--- src/rtl/ram8_fifo_ctrl.sv ---
// rtl/ram8_fifo_ctrl.sv - 9-entry 16-bit valid/ready FIFO backed by an external RAM8
//
// Purpose: streams 16-bit words from a producer to a consumer. Eight words live in
// an external RAM8 and the ninth sits in a local head register. The RAM8 has a single
// shared address port; the controller hides this behind two independent handshakes.
//
// Ports:
//   clk          in   1   system clock, rising edge
//   reset        in   1   synchronous, active-high reset
//   push_valid   in   1   producer has a word on push_data
//   push_data    in  16   word to enqueue
//   push_ready   out  1   word accepted this cycle when push_valid is also high
//   pop_valid    out  1   pop_data holds the FIFO head
//   pop_data     out 16   FIFO head word (registered)
//   pop_ready    in   1   consumer takes the head this cycle
//   count        out  4   words held, 0..9
//   ram_in       out 16   RAM8 write data (always push_data)
//   ram_load     out  1   RAM8 write enable
//   ram_address  out  3   RAM8 address (write pointer on writes, read pointer otherwise)
//   ram_out      in  16   RAM8 combinational read data at ram_address

module ram8_fifo_ctrl (
  input  logic        clk,
  input  logic        reset,
  input  logic        push_valid,
  input  logic [15:0] push_data,
  output logic        push_ready,
  output logic        pop_valid,
  output logic [15:0] pop_data,
  input  logic        pop_ready,
  output logic [3:0]  count,
  output logic [15:0] ram_in,
  output logic        ram_load,
  output logic [2:0]  ram_address,
  input  logic [15:0] ram_out
);

  logic [2:0]  r_wr_ptr;
  logic [2:0]  r_rd_ptr;
  logic [3:0]  r_ram_cnt;
  logic        r_head_valid;
  logic [15:0] r_head_data;

  logic w_pop_fire;
  logic w_push_fire;
  logic w_head_free;
  logic w_refill;
  logic w_bypass;
  logic w_write;

  assign w_pop_fire  = r_head_valid & pop_ready;
  assign w_head_free = ~r_head_valid | w_pop_fire;

  // Refilling the head owns the address port, so it outranks any push.
  assign w_refill    = w_head_free & (r_ram_cnt != 4'd0);

  assign push_ready  = ~reset & ~w_refill & (r_ram_cnt != 4'd8);
  assign w_push_fire = push_valid & push_ready;

  // With RAM empty and the head slot free, the new word goes straight to the head.
  assign w_bypass    = ~w_refill & w_head_free & (r_ram_cnt == 4'd0) & w_push_fire;
  assign w_write     = ~w_refill & w_push_fire & ~w_bypass;

  assign ram_in      = push_data;
  assign ram_load    = w_write;
  assign ram_address = w_write ? r_wr_ptr : r_rd_ptr;

  assign pop_valid   = r_head_valid;
  assign pop_data    = r_head_data;
  assign count       = r_ram_cnt + {3'b000, r_head_valid};

  always_ff @(posedge clk) begin
    if (reset) begin
      r_wr_ptr     <= 3'd0;
      r_rd_ptr     <= 3'd0;
      r_ram_cnt    <= 4'd0;
      r_head_valid <= 1'b0;
      r_head_data  <= 16'h0000;
    end else if (w_refill) begin
      r_head_data  <= ram_out;
      r_head_valid <= 1'b1;
      r_rd_ptr     <= r_rd_ptr + 3'd1;
      r_ram_cnt    <= r_ram_cnt - 4'd1;
    end else if (w_bypass) begin
      r_head_data  <= push_data;
      r_head_valid <= 1'b1;
    end else if (w_write) begin
      r_wr_ptr     <= r_wr_ptr + 3'd1;
      r_ram_cnt    <= r_ram_cnt + 4'd1;
    end else if (w_pop_fire) begin
      // Only reachable with RAM empty: a pop with RAM words would have refilled.
      r_head_valid <= 1'b0;
    end
  end

endmodule

--- config.mk ---
export PLATFORM = sky130hd
export DESIGN_NAME = ram8_fifo_ctrl
export DESIGN_NICKNAME = d
export VERILOG_FILES = /design/src/rtl/ram8_fifo_ctrl.sv
export SDC_FILE = /design/constraint.sdc
export NUM_CORES = 1
export LEC_CHECK = 0
export BUFFER_PORTS_ARGS = -buffer_cell sky130_fd_sc_hd__buf_2
export CORE_MARGIN = 1
export CORE_UTILIZATION = 49
export DETAILED_ROUTE_END_ITERATION = 16
export GPL_TIMING_DRIVEN = 0
export PLACE_DENSITY = 0.89
export SLEW_MARGIN = 20
export SYNTH_ARGS = -nofsm -noshare
export SYNTH_HDL_FRONTEND = slang
export SYNTH_SLANG_ARGS = --single-unit
--- constraint.sdc ---
create_clock -name clk -period 4.6 [get_ports clk]
set_input_delay 0.46 -clock clk [delete_from_list [all_inputs] [get_ports clk]]
set_output_delay 0.46 -clock clk [all_outputs]
set_load 0.05 [all_outputs]
==> out/qor.yml, run 1 <==
fp.dieH_um: 58.16
grt_first_pass_wirelength_um: 5940
rsz0062_at_grt: "false"
synth.avg_cell_area_um2: 8.585
drive_above_1_share_pct: 42.15
antenna_found_initial: 0
finalPower_w: 0.001343
initial_core_util_pct: 51.03
grt_max_degree: 16
fin_skew_ps: 8.244
setup_viol: 0
vdd_ir_drop_max_mv: 0.4897
cts_tree: "yes"
final_util_pct: 66.49
crit_slowest_cell: "dfxtp_1"
syn_nets: 223
worst-path-buf-inv: 2
syn_area_um2: 1545
cap_violations: 0
yosysUniqueCellTypes: 33
grtUsageTotal_pct: 22.52
die_width_um: 58.16
leakage_nw: 0.9692
crit_required_ps: 4140
critical_path_arrival_ps: 2330
dieArea_um2: 3382
syn-instance-count: 180
ctsResizeCount: 0
clockBufferDepth: 2
hold_path.class: "in2reg"
fmax_ghz: 0.3589
wl_per_cell_um: 12.02
path_common_cell: "buf_2"
clockRootBuffer: "clkbuf_4"
post_cts_buffers: 0
drv_slew: 0
worstPathCellList: "or2b_2, a211oi_1, buf_2, mux2_2, buf_2"
drc: 0
grt_pass1_vias: 1364
drtPass1Iterations: 4
slowest_delay_ps: 420
pin_count: 78
slew_headroom_pct: 61.78
period_share_pct: 60.57
path_clk_slew_ps: 150
wl_um: 3665
critical_path_class: "reg2out"
numPortBuffers: 77
ys_ff_latch: 27
clk_latency_ps: 320
power_density_nw_per_um2: 667.2
place_area_um2: 1986
cts_sinks: 27
seq_area_frac_synth_pct: 34.98
row_count: 20
nets: 305
min_period_ps: 2786
vias: 1567
overflow: 0
place_hpwl_um: 2900
hold_viol: 0
yosysWarnings: 0
tightest_slew_ps: 558.8
cts_buffers: 3
crit_family: "buffers and inverters"
worstPathMaxFanout: 10
vias_per_cell: 5.138
diodes: 0
h-tree-depth: 1
area_delta_synth_final_pct: 30.28
startpoint_type: "register"
final_cell_area_um2: 2013
cts_hold_buf: 0
hold_ws_ps: 395.9
gp_congestion: 0.8484
coreArea_um2: 3028
antenna_left: 0
end_kind: "output port"
drt_iter0_drc: 39
setup_tns_ps: 0
outcome: "finished clean"
worst register-to-register path, cell delays in order (launching register included):
cell,delay [ps]
dfxtp_1,430
or4_1,560
buf_6,160
nand2_4,80
inv_4,60
ha_1,270
a21o_2,210
a21oi_1,160
mux2i_1,220
mux2_2,340
placed cells by master, fill, tap and decap left out, drive strengths merged:
master,instances
a21oi,4
xnor2,5
a21o,1
dfxtp,27
xor2,2
inv,4
or4,1
nand3b,1
nand2,3
mux2i,2
ha,6
nor4,1
a2111oi,1
nor2b,2
nand3,3
nor3,4
o21a,1
clkbuf,10
nand2b,1
and3b,1
nor2,26
fa,1
clkinv,1
or2b,1
o21ai,18
buf,97
or3,16
a211oi,17
mux2,4
logic make-up (layout without fill, tap and decap cells):
kind of cell / Yosys count / count (layout) / synth area share [%]
compound gates: 42 / 42 / 17.00
mux: 6 / 6 / 4.210
buf+inv: 31 / 112 / 12.71
xor+xnor: 7 / 7 / 3.968
fa+ha+maj: 7 / 7 / 6.154
flops: 27 / 27 / 34.98
simple gates: 60 / 60 / 20.97
Yosys cell counts:
master / instances / share of area (%)
nand2b_1: 1 / 0.41
nor2b_1: 2 / 0.81
a21oi_1: 4 / 1.3
o21ai_0: 17 / 5.5
inv_1: 3 / 0.73
buf_4: 16 / 7.8
nand2_4: 1 / 0.73
a211oi_1: 17 / 8.3
mux2i_1: 2 / 1.3
or4_1: 1 / 0.49
or3_1: 16 / 6.5
xor2_1: 2 / 1.1
buf_2: 2 / 0.65
and3b_1: 1 / 0.57
inv_4: 1 / 0.41
or2b_2: 1 / 0.57
clkbuf_1: 7 / 1.7
mux2_2: 4 / 2.9
o21ai_1: 1 / 0.32
o21a_1: 1 / 0.49
a2111oi_0: 1 / 0.57
nand3b_1: 1 / 0.49
xnor2_1: 5 / 2.8
nor4_4: 1 / 1.4
buf_6: 2 / 1.5
ha_1: 6 / 4.9
a21o_2: 1 / 0.57
fa_1: 1 / 1.3
dfxtp_1: 27 / 35
nand2_1: 2 / 0.49
nor3_1: 4 / 1.3
nand3_1: 3 / 0.97
nor2_1: 26 / 6.3
final timing paths:
check,startpoint,endpoint,slack [ps],cells after the start
min,push_valid,pop_valid,400,3
max reg2reg,r_ram_cnt[0],r_ram_cnt[3],2010,9
min reg2reg,r_rd_ptr[1],r_rd_ptr[1],500,2
max,pop_valid,ram_address[2],1810,5
where the power goes:
part	switching, W	internal (W)	leakage, nW	total (W)
registers	0.0000625	0.000309	0.224	0.000372
logic	0.000595	0.000274	0.728	0.000869
clock network	0.0000703	0.0000326	0.0177	0.000103
total	0.000728	0.000616	0.969	0.00134
sequential cells by signal (all words and copies together), names as in the netlist:
register,count
pop_data,16
r_ram_cnt,4
r_rd_ptr,3
r_wr_ptr,3
pop_valid,1
stage by stage:
step	std cells	setup slack, ps
floorplan	180	1933
global placement	301	2025
detailed placement	301	2027
CTS	305	1820
global route	305	1689
finish	305	1814
layer usage:
| metal | global-route usage, % | share of wire [%] | vias to the layer above |
|---|---|---|---|
| met2 | 39.74 | 52 | 39 |
| li1 | - | - | 782 |
| met3 | 2.455 | 4.6 | 5 |
| met5 | 0 | 0 | - |
| met4 | 7.823 | 0.93 | 0 |
| met1 | 28.45 | 42 | 741 |
cell type report:
cell class                 instances  area (um^2)
tap                               44        55.05
sequential                        27        540.5
timing repair buffer              77        385.4
clock inverter                     1        5.005
buffer                            27        178.9
multi-input combinational        122        808.3
fill                             255         1015
inverter                           4        17.52
clock buffer                       3        22.52
(Power assumes the default switching activity.)
==> run 2, diff against run 1 <==
--- a/config.mk
+++ b/config.mk
@@ -7,10 +7,10 @@
 export LEC_CHECK = 0
 export BUFFER_PORTS_ARGS = -buffer_cell sky130_fd_sc_hd__buf_2
 export CORE_MARGIN = 1
-export CORE_UTILIZATION = 49
+export CORE_UTILIZATION = 45
 export DETAILED_ROUTE_END_ITERATION = 16
 export GPL_TIMING_DRIVEN = 0
-export PLACE_DENSITY = 0.89
+export PLACE_DENSITY = 0.83
 export SLEW_MARGIN = 20
 export SYNTH_ARGS = -nofsm -noshare
 export SYNTH_HDL_FRONTEND = slang
==> constraint.sdc (replaced) <==
create_clock -name clk -period 2.73 [get_ports clk]
set_input_delay 0.273 -clock clk [delete_from_list [all_inputs] [get_ports clk]]
set_output_delay 0.273 -clock clk [all_outputs]
set_load 0.05 [all_outputs]
==> out/qor.yml, run 2 (synthesis gave the netlist of run 1 again) <==
drive_above_1_share_pct: 42.53  # +0.38 points
cts_sinks: 27  # unchanged
diodes: 0  # unchanged
fmax_ghz: 0.3887
cts_tree: "yes"
end_kind: "register"
cts_buffers: 3  # unchanged
wl_per_cell_um: 12.74  # +6.1%
critical_path_class: "reg2reg"
die_width_um: 60.60  # +4.2%
dieArea_um2: 3672  # +8.6%
cap_violations: 0  # unchanged
grt_pass1_vias: 1291  # -5.4%
wl_um: 3887  # +6.1%
coreArea_um2: 3153  # +4.1%
numPortBuffers: 77  # unchanged
overflow: 0  # unchanged
final_util_pct: 64.09  # -2.4 points
nets: 305  # unchanged
initial_core_util_pct: 49.01  # -2.0 points
timing.final.ws_setup_ps: 157.4  # -1657 ps
slowest_delay_ps: 560  # +140 ps
vias: 1515  # -3.3%
min_period_ps: 2573
drv_slew: 0  # unchanged
hold_viol: 0  # unchanged
vias_per_cell: 4.967  # -3.3%
layout_common_cells: "buf_2, dfxtp_1, nor2_1, o21ai_0"
antenna_left: 0  # unchanged
grt_max_degree: 17  # +1
leakage_nw: 0.9661  # -0.33%
path_clk_slew_ps: 150  # about the same
mostFrequentLayoutCell: "buf_2"
rsz0062_at_grt: "false"
grt_first_pass_wirelength_um: 5996  # +0.94%
drt_iter0_drc: 49  # +26%
clk_latency_ps: 330  # about the same
hold_path.class: "in2reg"
largest_reg_flops: 16  # unchanged
final_cell_area_um2: 2021  # +0.37%
antenna_found_initial: 0  # unchanged
instances_no_fill: 305  # unchanged
tightest_slew_ps: 540.4  # -18.42 ps
place_inst: 301  # unchanged
worstPathCellList: "or4_1, buf_6, nand2_4, inv_4, ha_1, a21o_2, a21oi_1, mux2i_1, mux2_2"
crit_required_ps: 2980  # -1160 ps
rrSetupSlack_ps: 160  # -1850 ps
period_share_pct: 94.24
area_delta_synth_final_pct: 30.77
grtUsageTotal_pct: 21.76  # -0.77 points
setup_tns_ps: 0  # unchanged
fp.dieH_um: 60.60  # +4.2%
vdd_ir_drop_max_mv: 0.7336  # +50%
post_cts_buffers: 0  # unchanged
startpoint_type: "register"
cts_hold_buf: 0  # unchanged
place_hpwl_um: 2895  # -0.19%
drtPass1Iterations: 4  # unchanged
gp_congestion: 0.8602  # +1.4%
row_count: 20  # unchanged
critical_path_arrival_ps: 2820  # +490 ps
place_ws_ps: 181.4  # -1846 ps
power_density_nw_per_um2: 1135  # +70%
pin_count: 78  # unchanged
outcome: "finished clean"
drc: 0  # unchanged
h-tree-depth: 1  # unchanged
fin_skew_ps: 2.766  # -5.478 ps
place_area_um2: 1986  # unchanged
crit_slowest_cell: "or4_1"
clockBufferDepth: 2  # unchanged
worstPathMaxFanout: 10  # unchanged
setup_viol: 0  # unchanged
slew_headroom_pct: 63.98  # +2.2 points
clockRootBuffer: "clkbuf_4"
## run 2: path summary, 6_finish.rpt
check                             startpoint            to  cells past startpoint
worst max-delay path            r_ram_cnt[0]  r_ram_cnt[3]                      9
worst min-delay path              push_valid     pop_valid                      3
worst max register to register  r_ram_cnt[0]  r_ram_cnt[3]                      9
worst min register to register   pop_data[0]   pop_data[0]                      2
## run 2: where the power goes
part           internal (W)  switching (W)
registers          0.000521       0.000111
logic              0.000461        0.00102
clock network     0.0000562       0.000126
## run 2: per-layer routing
metal / GRT usage [%] / wire, um
met1: 28.59 / 1705
met2: 37.68 / 2003
met4: 3.896 / 17
met3: 4.051 / 160
met5: 0 / 0
## run 2: stage by stage
stage / total power (W) / hold WS, ps
after floorplan: 0.001795 / 399.3
after global placement: 0.002075 / 465.1
after detailed placement: 0.002106 / 477.2
after CTS: 0.002295 / 197.5
after global routing: 0.002454 / 244.9
final: 0.002294 / 212.8
## run 2: what timing repair did
| action | CTS | global route |
|---|---|---|
| endpoints found under the hold margin | 0 | 0 |
| setup endpoints to repair | 0 | 3 |
| gates resized for setup | 0 | 1 |
## run 2: cell type report
cell class                      instances  area [um^2]
Clock inverter                          1        7.507
Sequential cell                        27        540.5
Timing Repair Buffer                   77        385.4
Clock buffer                            3        22.52
Tap cell                               44        55.05
Fill cell                             304         1132
Buffer                                 27        178.9
Multi-Input combinational cell        122        813.3
Inverter                                4        17.52
## run 2: critical path, delay by kind of cell (launching register included)
family,cells,cell delay (ps)
AO/OA/AOI/OAI,2,380
AND/OR/NAND/NOR,2,640
adder cells (fa/ha/maj),1,260
multiplexers,2,550
flip-flops,1,430
buffers and inverters,2,220
